===== config.mk =====
export PLATFORM = sky130hd
export DESIGN_NAME = dmem_access_ctrl
export DESIGN_NICKNAME = d
export VERILOG_FILES = /design/src/rtl/dmem_ctrl_pkg.sv /design/src/rtl/dmem_timeout_cnt.sv /design/src/rtl/dmem_access_ctrl.sv
export SDC_FILE = /design/constraint.sdc
export NUM_CORES = 1
export LEC_CHECK = 0
export ABC_CLOCK_PERIOD_IN_PS = 3900
export CORE_MARGIN = 2
export CORE_UTILIZATION = 36
export DETAILED_ROUTE_END_ITERATION = 10
export HOLD_SLACK_MARGIN = 0.02
export PLACE_DENSITY = 0.7
export SETUP_SLACK_MARGIN = 0.1
export SYNTH_ARGS = -nofsm -noshare
export SYNTH_HDL_FRONTEND = slang
export SYNTH_SLANG_ARGS = --single-unit

===== constraint.sdc =====
create_clock -name clk_i -period 3.9 [get_ports clk_i]
set_input_delay 0.78 -clock clk_i [delete_from_list [all_inputs] [get_ports clk_i]]
set_output_delay 0.78 -clock clk_i [all_outputs]
set_load 0.01 [all_outputs]

===== src/rtl/dmem_ctrl_pkg.sv =====
// Shared types and defaults for the MEM-stage data memory sequencer.
// Pulled in by the FSM top and its timeout counter.
package dmem_ctrl_pkg;

    localparam int DEF_ADDR_W  = 32;
    localparam int DEF_DATA_W  = 32;
    localparam int DEF_TIMEOUT = 64;

    typedef enum logic [1:0] {
        ST_IDLE = 2'd0,
        ST_REQ  = 2'd1,
        ST_DONE = 2'd2
    } state_t;

    // Counter width that can hold TIMEOUT-1, never narrower than one bit.
    function automatic int cnt_width(input int timeout);
        return (timeout > 2) ? $clog2(timeout) : 1;
    endfunction

endpackage


===== src/rtl/dmem_timeout_cnt.sv =====
// Clear/enable cycle counter that flags the last REQ cycle allowed before
// the sequencer gives up on the memory.
module dmem_timeout_cnt
    import dmem_ctrl_pkg::*;
#(
    parameter int TIMEOUT = DEF_TIMEOUT
) (
    input  logic clk_i,
    input  logic rst_i,
    input  logic clr_i,
    input  logic en_i,
    output logic expired_o
);

    localparam int CW = cnt_width(TIMEOUT);

    logic [CW-1:0] cnt_q;
    logic [CW-1:0] cnt_d;

    always_comb begin
        cnt_d = cnt_q;
        if (clr_i) begin
            cnt_d = '0;
        end else if (en_i) begin
            cnt_d = cnt_q + CW'(1);
        end
    end

    always_ff @(posedge clk_i or negedge rst_i) begin
        if (!rst_i) begin
            cnt_q <= '0;
        end else begin
            cnt_q <= cnt_d;
        end
    end

    // Counter holds (REQ cycles elapsed - 1), so this marks the TIMEOUT-th cycle.
    assign expired_o = (cnt_q == CW'(TIMEOUT - 1));

endmodule


===== src/rtl/dmem_access_ctrl.sv =====
// MEM-stage sequencer: turns MemRead/MemWrite into a req/ack transaction,
// stalls the pipeline until completion and returns load data.
//
// Memory handshake: mem_req_o is held high with address, data and we stable
// from the first REQ cycle until the cycle in which mem_ack_i pulses (or the
// timeout fires); mem_ack_i is only honoured while mem_req_o is high, and
// mem_rdata_i is sampled in that same cycle.
module dmem_access_ctrl
    import dmem_ctrl_pkg::*;
#(
    parameter int ADDR_W  = DEF_ADDR_W,
    parameter int DATA_W  = DEF_DATA_W,
    parameter int TIMEOUT = DEF_TIMEOUT
) (
    input  logic              clk_i,
    input  logic              rst_i,
    input  logic              MemRead_i,
    input  logic              MemWrite_i,
    input  logic [ADDR_W-1:0] addr_i,
    input  logic [DATA_W-1:0] wdata_i,
    output logic              stall_o,
    output logic [DATA_W-1:0] rdata_o,
    output logic              rdata_valid_o,
    output logic              err_o,
    output logic              mem_req_o,
    output logic              mem_we_o,
    output logic [ADDR_W-1:0] mem_addr_o,
    output logic [DATA_W-1:0] mem_wdata_o,
    input  logic              mem_ack_i,
    input  logic [DATA_W-1:0] mem_rdata_i,
    output logic [1:0]        dbg_state_o
);

    state_t state_q;
    state_t state_d;

    logic [ADDR_W-1:0] addr_q;
    logic [DATA_W-1:0] wdata_q;
    logic [DATA_W-1:0] rdata_q;
    logic              we_q;
    logic              err_q;

    logic stall;
    logic mem_req;
    logic capture;
    logic latch_rdata;
    logic timeout;
    logic cnt_clr;
    logic cnt_en;
    logic expired;

    dmem_timeout_cnt #(
        .TIMEOUT (TIMEOUT)
    ) u_timeout_cnt (
        .clk_i     (clk_i),
        .rst_i     (rst_i),
        .clr_i     (cnt_clr),
        .en_i      (cnt_en),
        .expired_o (expired)
    );

    always_comb begin
        state_d     = state_q;
        stall       = 1'b0;
        mem_req     = 1'b0;
        capture     = 1'b0;
        latch_rdata = 1'b0;
        timeout     = 1'b0;
        cnt_clr     = 1'b0;
        cnt_en      = 1'b0;
        case (state_q)
            ST_IDLE: begin
                // Stall is Mealy here so the pipeline freezes in the detect cycle.
                if (MemRead_i || MemWrite_i) begin
                    stall   = 1'b1;
                    capture = 1'b1;
                    cnt_clr = 1'b1;
                    state_d = ST_REQ;
                end
            end
            ST_REQ: begin
                stall   = 1'b1;
                mem_req = 1'b1;
                if (mem_ack_i) begin
                    latch_rdata = ~we_q;
                    state_d     = ST_DONE;
                end else if (expired) begin
                    timeout = 1'b1;
                    state_d = ST_DONE;
                end else begin
                    cnt_en = 1'b1;
                end
            end
            ST_DONE: begin
                // Inputs still show the finished instruction; ignore them.
                state_d = ST_IDLE;
            end
            default: begin
                state_d = ST_IDLE;
            end
        endcase
    end

    always_ff @(posedge clk_i or negedge rst_i) begin
        if (!rst_i) begin
            state_q <= ST_IDLE;
            addr_q  <= '0;
            wdata_q <= '0;
            we_q    <= 1'b0;
            rdata_q <= '0;
            err_q   <= 1'b0;
        end else begin
            state_q <= state_d;
            if (capture) begin
                addr_q  <= addr_i;
                wdata_q <= wdata_i;
                we_q    <= MemWrite_i & ~MemRead_i;
            end
            if (latch_rdata) begin
                rdata_q <= mem_rdata_i;
            end else if (timeout) begin
                rdata_q <= '0;
            end
            if (timeout) begin
                err_q <= 1'b1;
            end
        end
    end

    assign stall_o       = stall;
    assign mem_req_o     = mem_req;
    assign mem_we_o      = we_q;
    assign mem_addr_o    = addr_q;
    assign mem_wdata_o   = wdata_q;
    assign rdata_o       = rdata_q;
    assign rdata_valid_o = (state_q == ST_DONE) && !we_q;
    assign err_o         = err_q;
    assign dbg_state_o   = state_q;

endmodule


# ---- Yosys cells after proc, flatten, opt, wreduce, memory -nomap -nowiden
# Cells that the tools add are included.
dict set report op_classes {
  add_sub_neg 1
  bitwise 3
  mux 20
  reduce_logical 7
  n_eq_ne 5
}
# operator count
set op_table {}
lappend op_table {{$mux W32} 2}
lappend op_table {{$mux W6} 2}
lappend op_table {{$mux W1} 11}
lappend op_table {{$add A6 B1 Y6 const B} 1}
lappend op_table {{$eq A6 B6 Y1 const B} 1}
lappend op_table {{$mux W2} 3}
lappend op_table {{$pmux W2 S2} 1}
lappend op_table {{$reduce_bool A2 Y1} 2}
lappend op_table {{$ne A3 B3 Y1 const B} 1}
lappend op_table {{$eq A2 B1 Y1 const B} 1}
lappend op_table {{$eq A2 B2 Y1 const B} 1}
lappend op_table {{$logic_not A2 Y1} 1}
lappend op_table {{$ne A2 B2 Y1 const B} 1}
lappend op_table {{$not A1 Y1} 2}
lappend op_table {{$pmux W1 S2} 1}
lappend op_table {{$reduce_and A2 Y1} 1}
lappend op_table {{$and A1 B1 Y1} 1}
lappend op_table {{$logic_and A1 B1 Y1} 1}
lappend op_table {{$logic_not A1 Y1} 1}
lappend op_table {{$logic_or A1 B1 Y1} 1}
dict set report word_totals {
  output_inout_bits 103
  ff_bits 106
  wordCells 43
}

# ---- Logic depth before layout (Yosys ltp)
# Gate-level depths: netlist (run 1).
dict set report logic_depth {
  word_depth 6
  mapped_depth 5
  ltp_nobuf 4
}

# ---- By module
# Synthesis (run 1) repeated with hierarchy kept, for this count alone.
dict set report hier_totals {
  hier_cells 256
  hier_area_um2 4164.0
}
# module cells_each area_per_inst_um2 instances
set by_module_without_submodules {}
lappend by_module_without_submodules {dmem_access_ctrl 228 3882.5 1}
lappend by_module_without_submodules {dmem_timeout_cnt 28 281.5 1}

# ---- Worst setup path after synthesis (run 1)
# No wires, ideal clock.
dict set report synth_timing {
  kind {input to output}
  startpoint {in MemRead_i}
  endpoint {out stall_o}
  t_arrival_ps 1762
  path_stages 5
  slack_ps 1358
  path_buffers 2
  cell_sequence {nor2_1 > nor2_4 > buf_4 > buf_4 > or2_2}
}
dict set report synth_via {
  elab_chain_len 3
}
# element line_no
set synth_rtl {}
lappend synth_rtl {{from (decl)} dmem_access_ctrl.sv:17} ;# input logic MemRead_i,
lappend synth_rtl {{$logic_or A1 B1 Y1} dmem_access_ctrl.sv:74} ;# if (MemRead_i || MemWrite_i) begin
lappend synth_rtl {{$mux W1} dmem_access_ctrl.sv:74}
lappend synth_rtl {{$pmux W1 S2} dmem_access_ctrl.sv:71} ;# case (state_q)
lappend synth_rtl {{to (decl)} dmem_access_ctrl.sv:21} ;# output logic stall_o,
# Every way passes these cells.

# ---- Worst setup path in the final report (run 1)
# Ends and elaborated chain as after synthesis.

==> results of run 1 <==
[layer usage]
metal / up-vias / track usage, %
met1: 1606 / 20.4
met5: - / 0
met4: 0 / 6.18
met3: 13 / 4.91
li1: 1519 / -
met2: 140 / 27.9
[area by class of cell]
class,count,area [µm²]
Fill cell,955,4710
Timing Repair Buffer,209,2070
Tap cell,143,179
Sequential cell,106,2650
Clock buffer,9,225
Clock inverter,7,124
Inverter,2,7.51
Multi-Input combinational cell,202,1440
[stage by stage]
| stage | area, µm² | total power [mW] | cells | hold slack (ps) |
|---|---|---|---|---|
| floorplan | 4210 | 2.97 | 328 | 484 |
| global placement | 6360 | 4.28 | 662 | 450 |
| detailed placement | 6360 | 4.35 | 662 | 453 |
| CTS | 6710 | 5.42 | 678 | 471 |
| global route | 6710 | 5.65 | 678 | 491 |
| finish | 6710 | 5.33 | 678 | 467 |
[synth_stat cells]
master | count | share of area [%]
a211oi_1 | 1 | 0.18
a21oi_1 | 3 | 0.36
a311oi_1 | 1 | 0.21
a41oi_1 | 2 | 0.42
and4_1 | 1 | 0.21
buf_2 | 10 | 1.2
buf_4 | 2 | 0.36
buf_6 | 4 | 1.1
clkbuf_1 | 2 | 0.18
dfrtp_1 | 106 | 63
ha_1 | 1 | 0.30
inv_1 | 2 | 0.18
mux2_2 | 64 | 17
mux2i_1 | 3 | 0.71
nand2_1 | 66 | 5.9
nand3_1 | 2 | 0.24
nand4bb_1 | 1 | 0.27
nor2_1 | 4 | 0.36
nor2_4 | 1 | 0.27
nor2b_1 | 1 | 0.15
nor3_1 | 2 | 0.24
nor3_4 | 1 | 0.39
nor3b_1 | 1 | 0.18
nor3b_2 | 1 | 0.30
nor4bb_1 | 1 | 0.24
o2111a_1 | 1 | 0.27
o21a_1 | 2 | 0.36
o21ai_0 | 31 | 3.7
o21ai_1 | 6 | 0.71
o22ai_1 | 1 | 0.15
or2_2 | 2 | 0.30
or2_4 | 1 | 0.21
or3b_4 | 1 | 0.27
[worst max-delay path by stage]
stage / from / end / slack, ps / depth (start not counted)
after floorplan: MemRead_i / stall_o / 1360 / 5
after global placement: MemRead_i / stall_o / 670 / 5
after detailed placement: MemRead_i / stall_o / 670 / 5
after CTS: MemRead_i / stall_o / 670 / 5
after global routing: MemRead_i / stall_o / 560 / 5
final: MemRead_i / stall_o / 670 / 5
[power groups by stage]
stage	clock [mW]	sequential, mW	combinational [mW]
2_1_floorplan	0	2.14	0.826
3_3_place_gp	0	1.90	2.38
3_5_place_dp	0	1.93	2.41
4_1_cts	1.08	1.92	2.42
5_1_grt	1.12	1.98	2.55
6_report	1.05	1.91	2.38
[critical path: cells and delay by family]
kind	cells	cell delay [ps]
buffers and inverters	2	950
and+or+nand+nor	3	720
[flip-flops by register name, summed over array words and instances (netlist names)]
| name | count |
|---|---|
| dbg_state_o | 2 |
| err_o | 1 |
| mem_addr_o | 32 |
| mem_wdata_o | 32 |
| mem_we_o | 1 |
| rdata_o | 32 |
| u_timeout_cnt.cnt_q | 6 |
[logic make-up (layout without fill, tap and decap cells)]
kind of cell             after synthesis  count (layout)  synth area share [%]
multiplexers                          67              67                  17.8
adder cells (fa/ha/maj)                1               1                 0.297
AND/OR/NAND/NOR                       86              86                  9.49
buffers and inverters                 20             227                  2.97
flip-flops                           106             106                  63.1
AO/OA/AOI/OAI                         48              48                  6.34
==> flow_metrics.tcl, run 1 <==
set metrics [dict create \
    power_density_nw_per_um2 795 \
    die_h_um 112 \
    period_share_pct 82.8 \
    r2r_end "mem_wdata_o[16]" \
    rows 39 \
    cts_tree "done" \
    antenna_cells 0 \
    holdCritStartpoint "err_o" \
    grt_max_degree 77 \
    htree_num_levels 3 \
    dr_wl_met3_um 819 \
    grt_use_total_pct 16.6 \
    crit_chain "clkdlybuf4s50_1 -> nor2_1 -> nor2_4 -> or2_2 -> clkdlybuf4s50_1" \
    cts_resized 0 \
    cp-start-kind "input pin" \
    grt_remaining_overflow 0 \
    min_path_cells 1 \
    syn_area_um2 4210 \
    drc 0 \
    p_leak_nw 2.78 \
    dr.pass1.iters 4 \
    cts-root-buf "clkbuf_16" \
    top_layer_used "met4" \
    detail_route.wl_per_cell_um 15.3 \
    cap_violations 0 \
    synth.distinct_cells 33 \
    cts_hold_buf 0 \
    worst_slack_ps 670 \
    drt-total-wl_um 10400 \
    min_path_type "reg -> reg" \
    slowest_stage "clkdlybuf4s50_1" \
    ys_warn_count 0 \
    final_common_cell "clkdlybuf4s50_1" \
    die_w_um 112 \
    cts_buffers 9 \
    critPathRequiredTime_ps 3120 \
    drt-met1-wl_um 4180 \
    setup-tns-final_ps 0 \
    fin_skew_ps 7.25 \
    combPwrFrac_pct 44.6 \
    hpwl_um 7550 \
    layout_common_cells "202 x clkdlybuf4s50_1, 106 x dfrtp_1, 66 x nand2_1" \
    power_switching_mw 1.63 \
    relSlewSlack_pct 36.8 \
    fin_crit_ps 3230 \
    netSwitchingFraction_pct 30.5 \
    hold_viol_final 0 \
    post_cts_buffers 0 \
    synthesis.nets 430 \
    path_clk_slew_ps 70 \
    routed-wl-met2_um 5190 \
    ys_ff_latch 106 \
    arrival_ps 2450 \
    r2r_cells 4 \
    gp_congestion 0.765 \
    insertion_delay_ps 340 \
    die_area_um2 12600 \
    worstReg2RegStart "dbg_state_o[1]" \
    cp_max_fo 6 \
    post-place-ws_ps 671 \
    final_core_util_pct 58.7 \
    grt_setup_unrepaired "false" \
    slew_violations 0 \
    status "finished, final reports clean" \
    via_per_inst 4.83 \
    grt_first_pass_wirelength_um 16900 \
    synthCells 328 \
    clockPowerShare_pct 19.6 \
    drive_gt1_share_pct 17.8 \
    crit_type "in -> out" \
    p_int_mw 3.71 \
    antenna_found_initial 0 \
    max_freq_mhz 310 \
    synth.avg_cell_area_um2 12.8 \
    critPathMaxStageDelay_ps 510 \
    seq_power_share_pct 35.8 \
    hold_end "err_o" \
    final_nets 632 \
    area_growth_syn_to_layout_pct 59.4 \
    grt_pass1_vias 3419 \
    ys_seq_area_share_pct 63.1 \
    cp-end-kind "output pin" \
    core_area_um2 11400 \
    drt_iter0_drc 283 \
    reg2reg_setup_slack_ps 1740 \
    cts_buffer_depth 2 \
    cp_common_cell "clkdlybuf4s50_1" \
    tightest_slew_ps 949 \
    ir_drop_mv 0.373 \
    setup_violations 0 \
    cts_sinks 106 \
    start_util_pct 36.8 \
    ios 204 \
    num_vias 3278 \
    ant_nets 0 \
    io_buffers 203 \
]
(Power assumes the default switching activity.)
==> run 2: changes to the inputs <==
--- a/config.mk
+++ b/config.mk
@@ -5,7 +5,7 @@
 export SDC_FILE = /design/constraint.sdc
 export NUM_CORES = 1
 export LEC_CHECK = 0
-export ABC_CLOCK_PERIOD_IN_PS = 3900
+export ABC_CLOCK_PERIOD_IN_PS = 3310
 export CORE_MARGIN = 2
 export CORE_UTILIZATION = 36
 export DETAILED_ROUTE_END_ITERATION = 10
==> constraint.sdc (replaced) <==
create_clock -name clk_i -period 3.31 [get_ports clk_i]
set_input_delay 0.662 -clock clk_i [delete_from_list [all_inputs] [get_ports clk_i]]
set_output_delay 0.662 -clock clk_i [all_outputs]
set_load 0.01 [all_outputs]
==> run 2 against run 1 <==
- register-to-register slack worse by 600 ps
- combinational power is 18% higher
- clock-buffer cell count grew 2
- sequential cell count is the same
- utilization fell by 0.44 points
- worst hold slack got worse by 120 ps
- sequential power grew 18%
- critical path depth grew 1
- non-clock buffer count increased by 1
- critical path type unchanged
- largest cell class unchanged
==> flow_metrics.tcl, run 2 (same netlist as run 1, synthesis figures left out) <==
set metrics [dict create \
    status "finished, final reports clean" \
    grt_max_degree 68 \
    cts_tree "done" \
    seq_area_um2 2650 \
    cts_buffer_depth 2 \
    insertion_delay_ps 330 \
    cts-root-buf "clkbuf_16" \
    cp_max_fo 6 \
    routed-wl-met2_um 5200 \
    rows 39 \
    critPathRequiredTime_ps 2650 \
    grt_remaining_overflow 0 \
    drc 0 \
    max_freq_mhz 348 \
    cp-start-kind "input pin" \
    multi_input_area_um2 1440 \
    antenna_cells 0 \
    ios 204 \
    dr_wl_met3_um 828 \
    relSlewSlack_pct 43.0 \
    slowest_stage "clkdlybuf4s50_1" \
    setup-tns-final_ps 0 \
    die_w_um 112 \
    cap_violations 0 \
    grt_first_pass_wirelength_um 17300 \
    ant_nets 0 \
    p_leak_nw 2.76 \
    core_area_um2 11400 \
    drive_gt1_share_pct 17.8 \
    final_nets 633 \
    grt_setup_unrepaired "false" \
    period_share_pct 86.9 \
    crit_chain "clkdlybuf4s50_1 -> nor2_1 -> buf_4 -> nor2_4 -> or2_2 -> clkdlybuf4s50_1" \
    die_h_um 112 \
    grt_use_total_pct 17.0 \
    min_path_type "in -> async" \
    finalPower_mw 6.07 \
    cts_sinks 106 \
    post-place-ws_ps 431 \
    cts_buffers 9 \
    fillCellCount 965 \
    fin_crit_ps 2880 \
    post_cts_buffers 0 \
    cts_resized 0 \
    detail_route.wl_per_cell_um 15.5 \
    io_buffers 203 \
    dr.pass1.iters 4 \
    antenna_found_initial 0 \
    cp_common_cell "clkdlybuf4s50_1" \
    drt-total-wl_um 10500 \
    cts_hold_buf 0 \
    die_area_um2 12600 \
    drt-met1-wl_um 4290 \
    top_layer_used "met4" \
    path_clk_slew_ps 70 \
    layout_common_cells "202 x clkdlybuf4s50_1, 106 x dfrtp_1, 66 x nand2_1" \
    grt_pass1_vias 3399 \
    final_common_cell "clkdlybuf4s50_1" \
    hpwl_um 7680 \
    fin_skew_ps 7.05 \
    htree_num_levels 3 \
    worst_slack_ps 433 \
    critPathBufInv 3 \
    slew_violations 0 \
    tightest_slew_ps 856 \
    hold_viol_final 0 \
    via_per_inst 4.85 \
    crit_type "in -> out" \
    drt_iter0_drc 200 \
    arrival_ps 2220 \
    num_vias 3287 \
    crit_family "buffers and inverters" \
    gp_congestion 0.768 \
    area_growth_syn_to_layout_pct 58.2 \
    critPathMaxStageDelay_ps 500 \
    setup_violations 0 \
    ir_drop_mv 0.460 \
    power_density_nw_per_um2 912 \
    cp-end-kind "output pin" \
    start_util_pct 36.8 \
]
## run 2: cell count changes in the layout (fill, tap and decap cells not counted), sizes merged
| cell | delta |
|---|---|
| inv | -2 |
| bufinv | -3 |
| clkbuf | +2 |
| clkinvlp | +1 |
| clkinv | +1 |
| buf | +1 |
## run 2: worst paths after layout
kind	startpoint	endpoint	slack, ps	cells after the start
min in group clk_i	err_o	err_o	470	1
worst max register to register	dbg_state_o[1]	mem_wdata_o[19]	1140	4
max in group asynchronous	rst_i	rdata_o[20]	2230	2
worst min-delay path	rst_i	mem_addr_o[25]	350	1
worst max-delay path	MemRead_i	stall_o	430	6
worst min register to register	err_o	err_o	470	1
## run 2: through the flow
step	utilization (%)	hold WS (ps)	instance area, µm²	std cells
2_1_floorplan	-	366	4210	328
3_3_place_gp	55.9	455	6380	663
3_5_place_dp	55.9	460	6380	663
4_1_cts	58.3	373	6660	678
5_1_grt	58.3	399	6660	678
6_report	58.3	350	6660	678
## run 2: worst reg2reg max path, delay by kind of cell, from the launching register on
family        cells  cell delay, ps
mux               1             490
flops             1             490
simple gates      2             440
buf+inv           1             650
## run 2: report_power, final
| group | internal [mW] | switching (mW) | total, mW |
|---|---|---|---|
| Combinational | 1.72 | 1.10 | 2.82 |
| Clock | 0.548 | 0.455 | 1.00 |
| Sequential | 1.91 | 0.344 | 2.25 |
## run 2: metal layers
layer / track usage, % / vias up
met5: 0 / -
met4: 6.50 / 0
met3: 5.18 / 17
met2: 28.1 / 137
met1: 21.1 / 1600
li1: - / 1533
## run 2: cell type report
| type | count | area share [%] |
|---|---|---|
| clock buffer | 11 | 3.80 |
| sequential | 106 | 39.8 |
| tap | 143 | 2.69 |
| inverter | 2 | 0.113 |
| clock inverter | 4 | 0.395 |
| timing repair buffer | 210 | 31.5 |
| multi-input combinational | 202 | 21.7 |
==> run 3: changes to the inputs <==
--- a/config.mk
+++ b/config.mk
@@ -6,11 +6,12 @@
 export NUM_CORES = 1
 export LEC_CHECK = 0
 export ABC_CLOCK_PERIOD_IN_PS = 3310
-export CORE_MARGIN = 2
+export CORE_MARGIN = 4
 export CORE_UTILIZATION = 36
 export DETAILED_ROUTE_END_ITERATION = 10
 export HOLD_SLACK_MARGIN = 0.02
-export PLACE_DENSITY = 0.7
+export PLACE_DENSITY_LB_ADDON = 0.1
+export RECOVER_POWER = 100
 export SETUP_SLACK_MARGIN = 0.1
 export SYNTH_ARGS = -nofsm -noshare
 export SYNTH_HDL_FRONTEND = slang
==> run 3 against run 2 <==
- critical endpoint unchanged
- global-route usage is 0.61 points lower
- the flow now finishes with violations (max-capacitance violations, max-slew violations)
- highest routed layer unchanged
- sequential share of layout area rose by 0.11 points
- combinational power decreased by 8.2%
- clock skew decreased by 1.8 ps
- via count shrank 2.5%
- critical path type unchanged
- sequential power fell by 2%
- sequential cell count unchanged
- routed wire length grew 2.5%
==> flow_metrics.tcl, run 3 (same netlist as run 1, synthesis figures left out) <==
set metrics [dict create \
    cts-root-buf "clkbuf_16" \
    final_common_cell "dfrtp_1" \
    area_growth_syn_to_layout_pct 57.8 \
    hpwl_um 7920 \
    insertion_delay_ps 350 \
    power_density_nw_per_um2 885 \
    rows 39 \
    crit_path_start "MemWrite_i" \
    reg2reg_setup_slack_ps 640 \
    worstReg2RegStart "dbg_state_o[1]" \
    core_area_um2 11400 \
    gp_congestion 0.770 \
    fin_skew_ps 5.28 \
    grt_pass1_vias 3304 \
    final_nets 634 \
    cts_tree "done" \
    post_cts_buffers 0 \
    grt_max_degree 68 \
    slew_violations 68 \
    grt_use_total_pct 16.4 \
    hold_viol_final 0 \
    htree_num_levels 3 \
    dr.pass1.iters 4 \
    drt-total-wl_um 10800 \
    cap_violations 2 \
    start_util_pct 36.8 \
    die_w_um 116 \
    worst_slack_ps 268 \
    antenna_cells 0 \
    drc 0 \
    period_share_pct 91.9 \
    grt_remaining_overflow 0 \
    final_core_util_pct 58.1 \
    ant_nets 0 \
    die_h_um 116 \
    max_freq_mhz 329 \
    layout_common_cells "106 x dfrtp_1, 104 x dlygate4sd3_1, 98 x clkdlybuf4s50_1" \
    io_buffers 203 \
    cp-end-kind "output pin" \
    setup_violations 0 \
    fin_crit_ps 3040 \
    ir_drop_mv 0.587 \
    cts_resized 0 \
    tightest_slew_ps 1600 \
    cp-start-kind "input pin" \
    grt_setup_unrepaired "false" \
    drt_iter0_drc 136 \
    num_vias 3205 \
    ios 204 \
    cts_sinks 106 \
    die_area_um2 13500 \
    via_per_inst 4.71 \
    drive_gt1_share_pct 16.8 \
    fillCellCount 992 \
    failed_checks "max-capacitance violations, max-slew violations" \
    antenna_found_initial 0 \
    cts_hold_buf 0 \
    crit_path_end "stall_o" \
    post-place-ws_ps 399 \
    r2r_end "mem_wdata_o[26]" \
    cts_buffers 9 \
    detail_route.wl_per_cell_um 15.9 \
    crit_type "in -> out" \
    status "finished, violations left" \
    p_leak_nw 2.82 \
    setup-tns-final_ps 0 \
    r2r_cells 4 \
    relSlewSlack_pct -6.79 \
    arrival_ps 2380 \
    path_clk_slew_ps 60 \
    cts_buffer_depth 2 \
    critPathRequiredTime_ps 2650 \
    cp_max_fo 6 \
    grt_first_pass_wirelength_um 17000 \
    min_path_type "reg -> reg" \
]
-- run 3: cell count changes in the layout (fill, tap and decap cells not counted), sizes merged --
cell           delta
clkdlybuf4s50   -104
dlygate4sd3     +104
clkbuf            +8
buf               -4
bufinv            +1
clkinv            -1
clkinvlp          -1
inv               -1
-- run 3: metrics by stage --
stage | std cells | area, µm² | hold WS, ps | total power, mW
2_1_floorplan | 328 | 4210 | 366 | 3.50
3_3_place_gp | 664 | 6370 | 453 | 5.06
3_5_place_dp | 664 | 6370 | 461 | 5.13
4_1_cts | 680 | 6670 | 341 | 6.24
5_1_grt | 680 | 6640 | 481 | 6.30
6_report | 680 | 6640 | 471 | 5.87
-- run 3: per-layer routing --
layer  wire length, µm  GRT usage (%)
met3               979           6.22
met5                 0              0
met2              5410           27.0
met4               136           5.80
met1              4260           19.8
-- run 3: critical path: stages --
cell	delay (ps)
dlygate4sd3_1	560
nor2_1	160
buf_4	180
nor2_4	30
or2_2	260
clkdlybuf4s50_1	510
-- run 3: layout make-up --
| cell class | instances | area (µm²) | share of cell area [%] |
|---|---|---|---|
| Sequential cell | 106 | 2650 | 40.0 |
| Timing Repair Buffer | 211 | 2080 | 31.3 |
| Multi-Input combinational cell | 202 | 1430 | 21.5 |
| Clock buffer | 14 | 264 | 3.98 |
| Tap cell | 143 | 179 | 2.70 |
| Clock inverter | 2 | 35.0 | 0.528 |
| Inverter | 2 | 7.51 | 0.113 |
-- run 3: worst min-delay path by stage --
stage / start / end / cells after the start
after CTS: rst_i / rdata_o[17] / 1
after detailed placement: err_o / err_o / 1
after floorplan: rst_i / dbg_state_o[0] / 0
after global routing: err_o / err_o / 1
final: err_o / err_o / 1
after global placement: err_o / err_o / 1
-- run 3: power by group --
group          total (mW)  switching [mW]  internal [mW]
registers            2.21           0.304           1.91
logic                2.59            1.09           1.50
clock network        1.08           0.449          0.628
total                5.87            1.84           4.03
